--- src/rtl/seg7_bcd_capture_if.sv ---
// Segment-line capture bus: seven segment inputs a..g and the decoded digit/status outputs.
interface seg7_bcd_capture_if;
  logic       a, b, c, d, e, f, g;
  logic [3:0] BCD;
  logic       BCD_VLD;
  logic       BLANK;
  logic       ERR;
  logic [7:0] ERR_CNT;

  modport master (
    output a, b, c, d, e, f, g,
    input  BCD, BCD_VLD, BLANK, ERR, ERR_CNT
  );

  modport slave (
    input  a, b, c, d, e, f, g,
    output BCD, BCD_VLD, BLANK, ERR, ERR_CNT
  );
endinterface

--- src/rtl/seg7_bcd_capture.sv ---
// Synchronises 7-segment lines, waits for a stable pattern and encodes it back to BCD.
// Optional macro SEG7_ALT_GLYPH_EN accepts alternate glyphs for 6, 7 and 9.
module seg7_bcd_capture #(
  parameter int unsigned STABLE_CYC     = 4,
  parameter int unsigned SEG_ACTIVE_LOW = 0
) (
  input logic              CLK,
  input logic              RST_N,
  seg7_bcd_capture_if.slave bus
);

  typedef enum logic {SETTLE, LOCK} state_t;

  localparam logic [7:0] LAST = 8'(STABLE_CYC - 1);

  logic [6:0] raw, seg_in, sync1, s, p, acc;
  logic [7:0] cnt, cnt_d;
  state_t     state, state_d;
  logic       accept;
  logic       dec_legal;
  logic [3:0] dec_digit;

  logic [3:0] bcd_q;
  logic       vld_q, blank_q, err_q;
  logic [7:0] errcnt_q;

  assign raw    = {bus.a, bus.b, bus.c, bus.d, bus.e, bus.f, bus.g};
  assign seg_in = (SEG_ACTIVE_LOW != 0) ? ~raw : raw;

  always_ff @(posedge CLK or negedge RST_N) begin
    if (!RST_N) begin
      sync1 <= '0;
      s     <= '0;
      p     <= '0;
    end else begin
      sync1 <= seg_in;
      s     <= sync1;
      p     <= s;
    end
  end

  always_ff @(posedge CLK or negedge RST_N) begin
    if (!RST_N) begin
      state <= SETTLE;
      cnt   <= '0;
    end else begin
      state <= state_d;
      cnt   <= cnt_d;
    end
  end

  always_comb begin
    state_d = state;
    cnt_d   = cnt;
    accept  = 1'b0;
    if (s != p) begin
      state_d = SETTLE;
      cnt_d   = '0;
    end else if (state == SETTLE) begin
      if (cnt >= LAST) begin
        state_d = LOCK;
        accept  = 1'b1;
      end else begin
        cnt_d = cnt + 8'd1;
      end
    end
  end

  always_comb begin
    dec_legal = 1'b1;
    dec_digit = '0;
    case (s)
      7'b1111110: dec_digit = 4'd0;
      7'b0110000: dec_digit = 4'd1;
      7'b1101101: dec_digit = 4'd2;
      7'b1111001: dec_digit = 4'd3;
      7'b0110011: dec_digit = 4'd4;
      7'b1011011: dec_digit = 4'd5;
      7'b1011111: dec_digit = 4'd6;
      7'b1110000: dec_digit = 4'd7;
      7'b1111111: dec_digit = 4'd8;
      7'b1111011: dec_digit = 4'd9;
`ifdef SEG7_ALT_GLYPH_EN
      7'b0011111: dec_digit = 4'd6;
      7'b1110010: dec_digit = 4'd7;
      7'b1110011: dec_digit = 4'd9;
`endif
      default:    dec_legal = 1'b0;
    endcase
  end

  // Only a pattern that differs from the last accepted one changes the outputs.
  always_ff @(posedge CLK or negedge RST_N) begin
    if (!RST_N) begin
      acc      <= '0;
      bcd_q    <= '0;
      vld_q    <= 1'b0;
      blank_q  <= 1'b1;
      err_q    <= 1'b0;
      errcnt_q <= '0;
    end else begin
      vld_q <= 1'b0;
      if (accept && (s != acc)) begin
        acc <= s;
        if (s == '0) begin
          blank_q <= 1'b1;
          err_q   <= 1'b0;
        end else if (dec_legal) begin
          bcd_q   <= dec_digit;
          vld_q   <= 1'b1;
          blank_q <= 1'b0;
          err_q   <= 1'b0;
        end else begin
          blank_q <= 1'b0;
          err_q   <= 1'b1;
          if (errcnt_q != 8'hFF) errcnt_q <= errcnt_q + 8'd1;
        end
      end
    end
  end

  assign bus.BCD     = bcd_q;
  assign bus.BCD_VLD = vld_q;
  assign bus.BLANK   = blank_q;
  assign bus.ERR     = err_q;
  assign bus.ERR_CNT = errcnt_q;

endmodule
--- src/flat_wrapper.sv ---
// flat-port wrapper written by rule: the top's interface ports become plain ports
module seg7_bcd_capture_flat 
#(
  parameter int unsigned STABLE_CYC     = 4,
  parameter int unsigned SEG_ACTIVE_LOW = 0
)
  (CLK, RST_N, bus_a, bus_b, bus_c, bus_d, bus_e, bus_f, bus_g, bus_BCD, bus_BCD_VLD, bus_BLANK, bus_ERR, bus_ERR_CNT);
  seg7_bcd_capture_if bus_i ();
  input logic CLK;
  input logic RST_N;
  input wire logic [$bits(bus_i.a)-1:0] bus_a;
  input wire logic [$bits(bus_i.b)-1:0] bus_b;
  input wire logic [$bits(bus_i.c)-1:0] bus_c;
  input wire logic [$bits(bus_i.d)-1:0] bus_d;
  input wire logic [$bits(bus_i.e)-1:0] bus_e;
  input wire logic [$bits(bus_i.f)-1:0] bus_f;
  input wire logic [$bits(bus_i.g)-1:0] bus_g;
  output wire logic [$bits(bus_i.BCD)-1:0] bus_BCD;
  output wire logic [$bits(bus_i.BCD_VLD)-1:0] bus_BCD_VLD;
  output wire logic [$bits(bus_i.BLANK)-1:0] bus_BLANK;
  output wire logic [$bits(bus_i.ERR)-1:0] bus_ERR;
  output wire logic [$bits(bus_i.ERR_CNT)-1:0] bus_ERR_CNT;
  assign bus_i.a = bus_a;
  assign bus_i.b = bus_b;
  assign bus_i.c = bus_c;
  assign bus_i.d = bus_d;
  assign bus_i.e = bus_e;
  assign bus_i.f = bus_f;
  assign bus_i.g = bus_g;
  assign bus_BCD = bus_i.BCD;
  assign bus_BCD_VLD = bus_i.BCD_VLD;
  assign bus_BLANK = bus_i.BLANK;
  assign bus_ERR = bus_i.ERR;
  assign bus_ERR_CNT = bus_i.ERR_CNT;
  seg7_bcd_capture #(.STABLE_CYC(STABLE_CYC), .SEG_ACTIVE_LOW(SEG_ACTIVE_LOW)) u_core (.CLK(CLK), .RST_N(RST_N), .bus(bus_i));
endmodule
--- config.mk ---
export PLATFORM = sky130hd
export DESIGN_NAME = seg7_bcd_capture_flat
export DESIGN_NICKNAME = d
export VERILOG_FILES = /design/src/rtl/seg7_bcd_capture_if.sv /design/src/rtl/seg7_bcd_capture.sv /design/src/flat_wrapper.sv
export SDC_FILE = /design/constraint.sdc
export NUM_CORES = 1
export LEC_CHECK = 0
export CAP_MARGIN = 10
export CORE_UTILIZATION = 30
export DETAILED_ROUTE_END_ITERATION = 6
export PLACE_DENSITY = 0.49
export SETUP_SLACK_MARGIN = 0.1
export SYNTH_ARGS = -nofsm -noshare
export SYNTH_HDL_FRONTEND = slang
export SYNTH_SLANG_ARGS = --single-unit
--- constraint.sdc ---
create_clock -name CLK -period 1.9 [get_ports CLK]
set_clock_uncertainty 0.1 [all_clocks]
set_input_delay 0.19 -clock CLK [delete_from_list [all_inputs] [get_ports CLK]]
set_output_delay 0.19 -clock CLK [all_outputs]
set_load 0.02 [all_outputs]
Yosys cells after proc, flatten, opt, wreduce, memory -nomap -nowiden

Cells that the tools add are included.

Magnitude comparators: 1
Add/sub/neg operators: 2
Eq/ne operators: 15
Reduce and logical (&&, ||, !) cells: 6
Bitwise logic cells: 2
Mux-type cells: 16

Operators with widths:

| cell                                                                                 | count |
|---|---|
| 7-bit == test (second input constant)                                                | 8 |
| 4-bit one-hot mux with 9 select lines                                                | 1 |
| 8-bit two-way mux                                                                    | 3 |
| 8-bit by 1-bit adder with 8-bit output (second input constant)                       | 2 |
| 7-bit by 6-bit == test with 1-bit output (second input constant)                     | 2 |
| 7-bit inequality test                                                                | 2 |
| 1-bit two-way mux                                                                    | 12 |
| 10-bit OR reduction                                                                  | 1 |
| 8-bit by 2-bit greater-or-equal comparator with 1-bit output (second input constant) | 1 |
| 8-bit inequality test (second input constant)                                        | 1 |
| 7-bit zero test                                                                      | 1 |
| 4-bit AND reduction                                                                  | 1 |
| 3-bit AND reduction                                                                  | 1 |
| 2-bit by 1-bit inequality test with 1-bit output (second input constant)             | 1 |
| 2-bit inequality test (second input constant)                                        | 1 |
| 1-bit inverter                                                                       | 2 |
| 2-bit AND reduction                                                                  | 1 |
| 1-bit logical AND                                                                    | 1 |

Input port bits: 9
Output and inout bits: 15
Register bits: 52
Logic and storage cells: 53

Depth between registers and ports, before layout

Word-level depth: 6
Gate-level depth with buffers: 8
Gate-level depth less buffers: 6

Least setup slack after synthesis

No wires, ideal clock.

Kind: reg-to-reg
Start point: reg u_core.s[1]
End point: reg u_core.errcnt_q[6] (netlist: u_core.bus.ERR_CNT[6])
Path slack: -0.208 ns
Library setup time: 0.125 ns
Data required time: 1.675 ns
Stages on the path, launching flop included: 8
Data arrival time: 1.882 ns
Cell sequence: dfrtp_1 > buf_4 > xnor2_1 > nand4_2 > nor3_2 > nand4_4 > nor4_4 > mux2_4

Longest elaborated chain between the ends: 5
Elaborated cells on any way between the ends: 20
Classes of those cells: eq/ne (12); mux (2); bitwise (2); reduce/logical (4)

RTL lines:

| what                                                                             | RTL line                | text |
|---|---|---|
| start: declaration                                                               | seg7_bcd_capture.sv:16  | `logic [6:0] raw, seg_in, sync1, s, p, acc;` |
| start signal: assignment                                                         | seg7_bcd_capture.sv:37  | `s <= sync1;` |
| 7-bit == test / 7-bit by 6-bit == test with 1-bit output (equally long branches) | seg7_bcd_capture.sv:72  | `case (s)` |
| 10-bit OR reduction (no source line)                                             | --                      |  |
| 1-bit two-way mux                                                                | seg7_bcd_capture.sv:72  |  |
| 1-bit inverter (no source line)                                                  | --                      |  |
| 4-bit AND reduction (no source line) *                                           | --                      |  |
| end signal: assignment                                                           | seg7_bcd_capture.sv:116 | `if (errcnt_q != 8'hFF) errcnt_q <= errcnt_q + 8'd1;` |
| end: declaration                                                                 | seg7_bcd_capture.sv:25  | `logic [7:0] errcnt_q;` |

Every way passes the cells marked *; elsewhere a longest branch is shown, timed or not.
A chain may end at the register's enable or synchronous reset.

Final worst setup path

Start point: reg u_core.s[6]
End point: reg u_core.errcnt_q[5] (netlist: u_core.bus.ERR_CNT[5])

Same word-level chain as after synthesis.

==> impl_metrics.tcl <==
set metrics [dict create \
    arrival_ns 2.25 \
    fin_area_um2 3413 \
    tns_ns -4.111 \
    hold_path_depth 1 \
    worstSetupStartpointType "register" \
    yosysWarnings 0 \
    core_area_um2 7292 \
    nNetsFinal 270 \
    synth_seq_cells 52 \
    clkSinkCount 52 \
    start_util_pct 31.11 \
    hold_path.startpoint "bus_g" \
    tightest_slew_ns 0.3001 \
    syn-num-nets 186 \
    yosysUniqueCellTypes 43 \
    rr_startpoint "u_core.s[6]" \
    dieWidth_um 88.96 \
    finalHoldViolations 0 \
    drv_cap 0 \
    clk_pin_slew_ns 0.10 \
    postRouteAntennaNets 0 \
    syn_area_um2 2268 \
    gp_congestion 0.7682 \
    cts_tree "yes" \
    peakVddDrop_uv 266.2 \
    final_common_cell "buf_4" \
    postSynthAreaPerCell_um2 12.96 \
    place_area_um2 2828 \
    io_buffers 23 \
    r2r_slack_ns -0.26 \
    hold_end "u_core.sync1[0]" \
    cts_max_level 2 \
    die_y_um 88.96 \
    fin_crit_sh_pct 113.6 \
    grt_pass1_wl_mm 7.914 \
    ys_seq_area_share_pct 57.42 \
    pwr_density_cell_nw_per_um2 636.7 \
    status "finished, violations left" \
    synth_top_area_share_pct 56.26 \
    cp_max_fo 8 \
    dieArea_um2 7913 \
    hold_slack_ns 0.2102 \
    critPathCaptureType "register" \
    antenna_found_initial 0 \
    required_ns 1.99 \
    synthCells 175 \
    p_leak_nw 1.531 \
    drcViolationCount 0 \
    r2r-end "u_core.bus.ERR_CNT[5]" \
    io_pins 24 \
    detail_route.vias_per_cell 4.382 \
    grt_pass1_vias 1576 \
    hold_path.class "in2reg" \
    antenna_cells 0 \
    grt_util_all_layers_pct 13.64 \
    clock_latency_ns 0.31 \
    max-clock-path-buffers 2 \
    timing.final.ws_setup_ns -0.2589 \
    cts-root-buf "clkbuf_8" \
    drive_above_1_share_pct 48.46 \
    synth_area_leaders "dfrtp_1 56%, xor2_1 5.0%, xnor2_1 3.1%" \
    period_needed_ns 2.159 \
    worst-r2r-cell-count 7 \
    setup_viol 22 \
    core.rowCount 31 \
    final_cell_mix "46 x buf_4, 44 x dfrtp_1, 22 x clkdlybuf4s50_1" \
    grt_start_max_net_pins 53 \
    vias 1573 \
    slew_headroom_pct 79.84 \
    rsz0062_at_grt "yes" \
    overflow 0 \
    fmax_mhz 463.2 \
    wl_mm 4.723 \
    yosysTopAreaCell "dfrtp_1" \
    violations "negative setup slack" \
    firstDrtPassIters 4 \
    place_ws_ns -0.3658 \
    cts_buffers 5 \
    area_growth_syn_to_layout_pct 50.47 \
    avgRoutedWirePerCell_um 13.16 \
    first_iter_violations 75 \
    final_max_slew_viol_count 0 \
    hpwl_mm 2.926 \
    worst-setup-path-type "reg2reg" \
]
-- worst max-delay path, stage by stage, from the launching register on --
cell	delay, ns
dfrtp_2	0.49
or4_4	0.55
nor4_4	0.31
nor3_4	0.07
nand4_4	0.16
buf_6	0.16
nor3_2	0.05
xor2_1	0.14
-- worst max path at each step --
stage	from	endpoint	slack, ns	depth (start not counted)
6_report	u_core.s[6]	u_core.bus.ERR_CNT[5]	-0.26	7
3_5_place_dp	u_core.s[5]	u_core.bus.BCD[3]	-0.37	5
2_1_floorplan	u_core.s[5]	u_core.bus.ERR_CNT[6]	-0.17	7
5_1_grt	u_core.s[3]	u_core.bus.ERR_CNT[6]	-0.37	9
4_1_cts	u_core.s[6]	u_core.bus.ERR_CNT[4]	-0.24	7
3_3_place_gp	u_core.s[5]	u_core.bus.ERR_CNT[4]	-0.37	7
-- final cells by class --
cell class / instances / area, um2
flip-flops and latches: 52 / 1311
repair buffers: 85 / 758.2
fillers: 687 / 3879
clock buffers: 6 / 82.58
inverters: 5 / 18.77
clock inverters: 2 / 38.79
multi-input cells: 110 / 1080
well taps: 99 / 123.9
-- logic make-up after synthesis --
logic type      share of synthesized area, %
simple gates                           17.26
mux                                    6.398
fa+ha+maj                              1.103
xor+xnor                               8.108
compound gates                         5.571
buf+inv                                4.137
flops                                  57.42
-- power by group --
group / switching [W] / internal (W)
Clock: 0.000374 / 0.000431
Sequential: 0.0000244 / 0.00113
Combinational: 0.0000939 / 0.000120
Total: 0.000492 / 0.00168
-- cells in the mapped netlist, drive strengths merged --
| master | count |
|---|---|
| nand3b | 1 |
| or3b | 1 |
| or4b | 1 |
| o2111ai | 1 |
| dfstp | 1 |
| a31oi | 2 |
| o22ai | 2 |
| nor4 | 4 |
| mux2i | 1 |
| a21oi | 3 |
| and2b | 1 |
| o21ai | 6 |
| xnor2 | 8 |
| o21a | 1 |
| or4 | 2 |
| nor3 | 11 |
| xor2 | 13 |
| nand4b | 1 |
| a211oi | 2 |
| and2 | 7 |
| o32ai | 1 |
| inv | 5 |
| nand4 | 5 |
| ha | 2 |
| nand3 | 2 |
| nand2b | 3 |
| mux2 | 11 |
| and3 | 1 |
| nand2 | 10 |
| dfrtp | 51 |
| nor2 | 7 |
| buf | 8 |
-- through the flow --
step,utilization (%),total power (W),std cells
global placement,38.78,0.001313,320
floorplan,-,0.001237,175
CTS,44.84,0.002183,348
finish,46.81,0.002173,359
global route,46.81,0.002264,359
detailed placement,38.78,0.001314,320
-- state kept, by name, summed over array words and instances, names as in the netlist --
name                flops
u_core.bus.ERR_CNT      8
u_core.cnt              8
u_core.acc              7
u_core.p                7
u_core.s                7
u_core.sync1            7
u_core.bus.BCD          4
u_core.bus.BCD_VLD      1
u_core.bus.BLANK        1
u_core.bus.ERR          1
u_core.state            1
-- timing repair --
item,CTS,global route
setup buffers,19,11
hold buffers,1,0
pin swaps,17,8
endpoints found under the setup margin,24,24
hold endpoints to repair,51,0
gates resized for setup,40,15
-- metal layers --
| layer | track usage, % | part of all wire, % | vias to the layer above |
|---|---|---|---|
| li1 | - | - | 772 |
| met1 | 18.26 | 46 | 776 |
| met2 | 21.96 | 50 | 18 |
| met3 | 3.047 | 2.1 | 7 |
| met4 | 4.762 | 1.7 | 0 |
| met5 | 0 | 0 | - |
(Power assumes the default switching activity.)
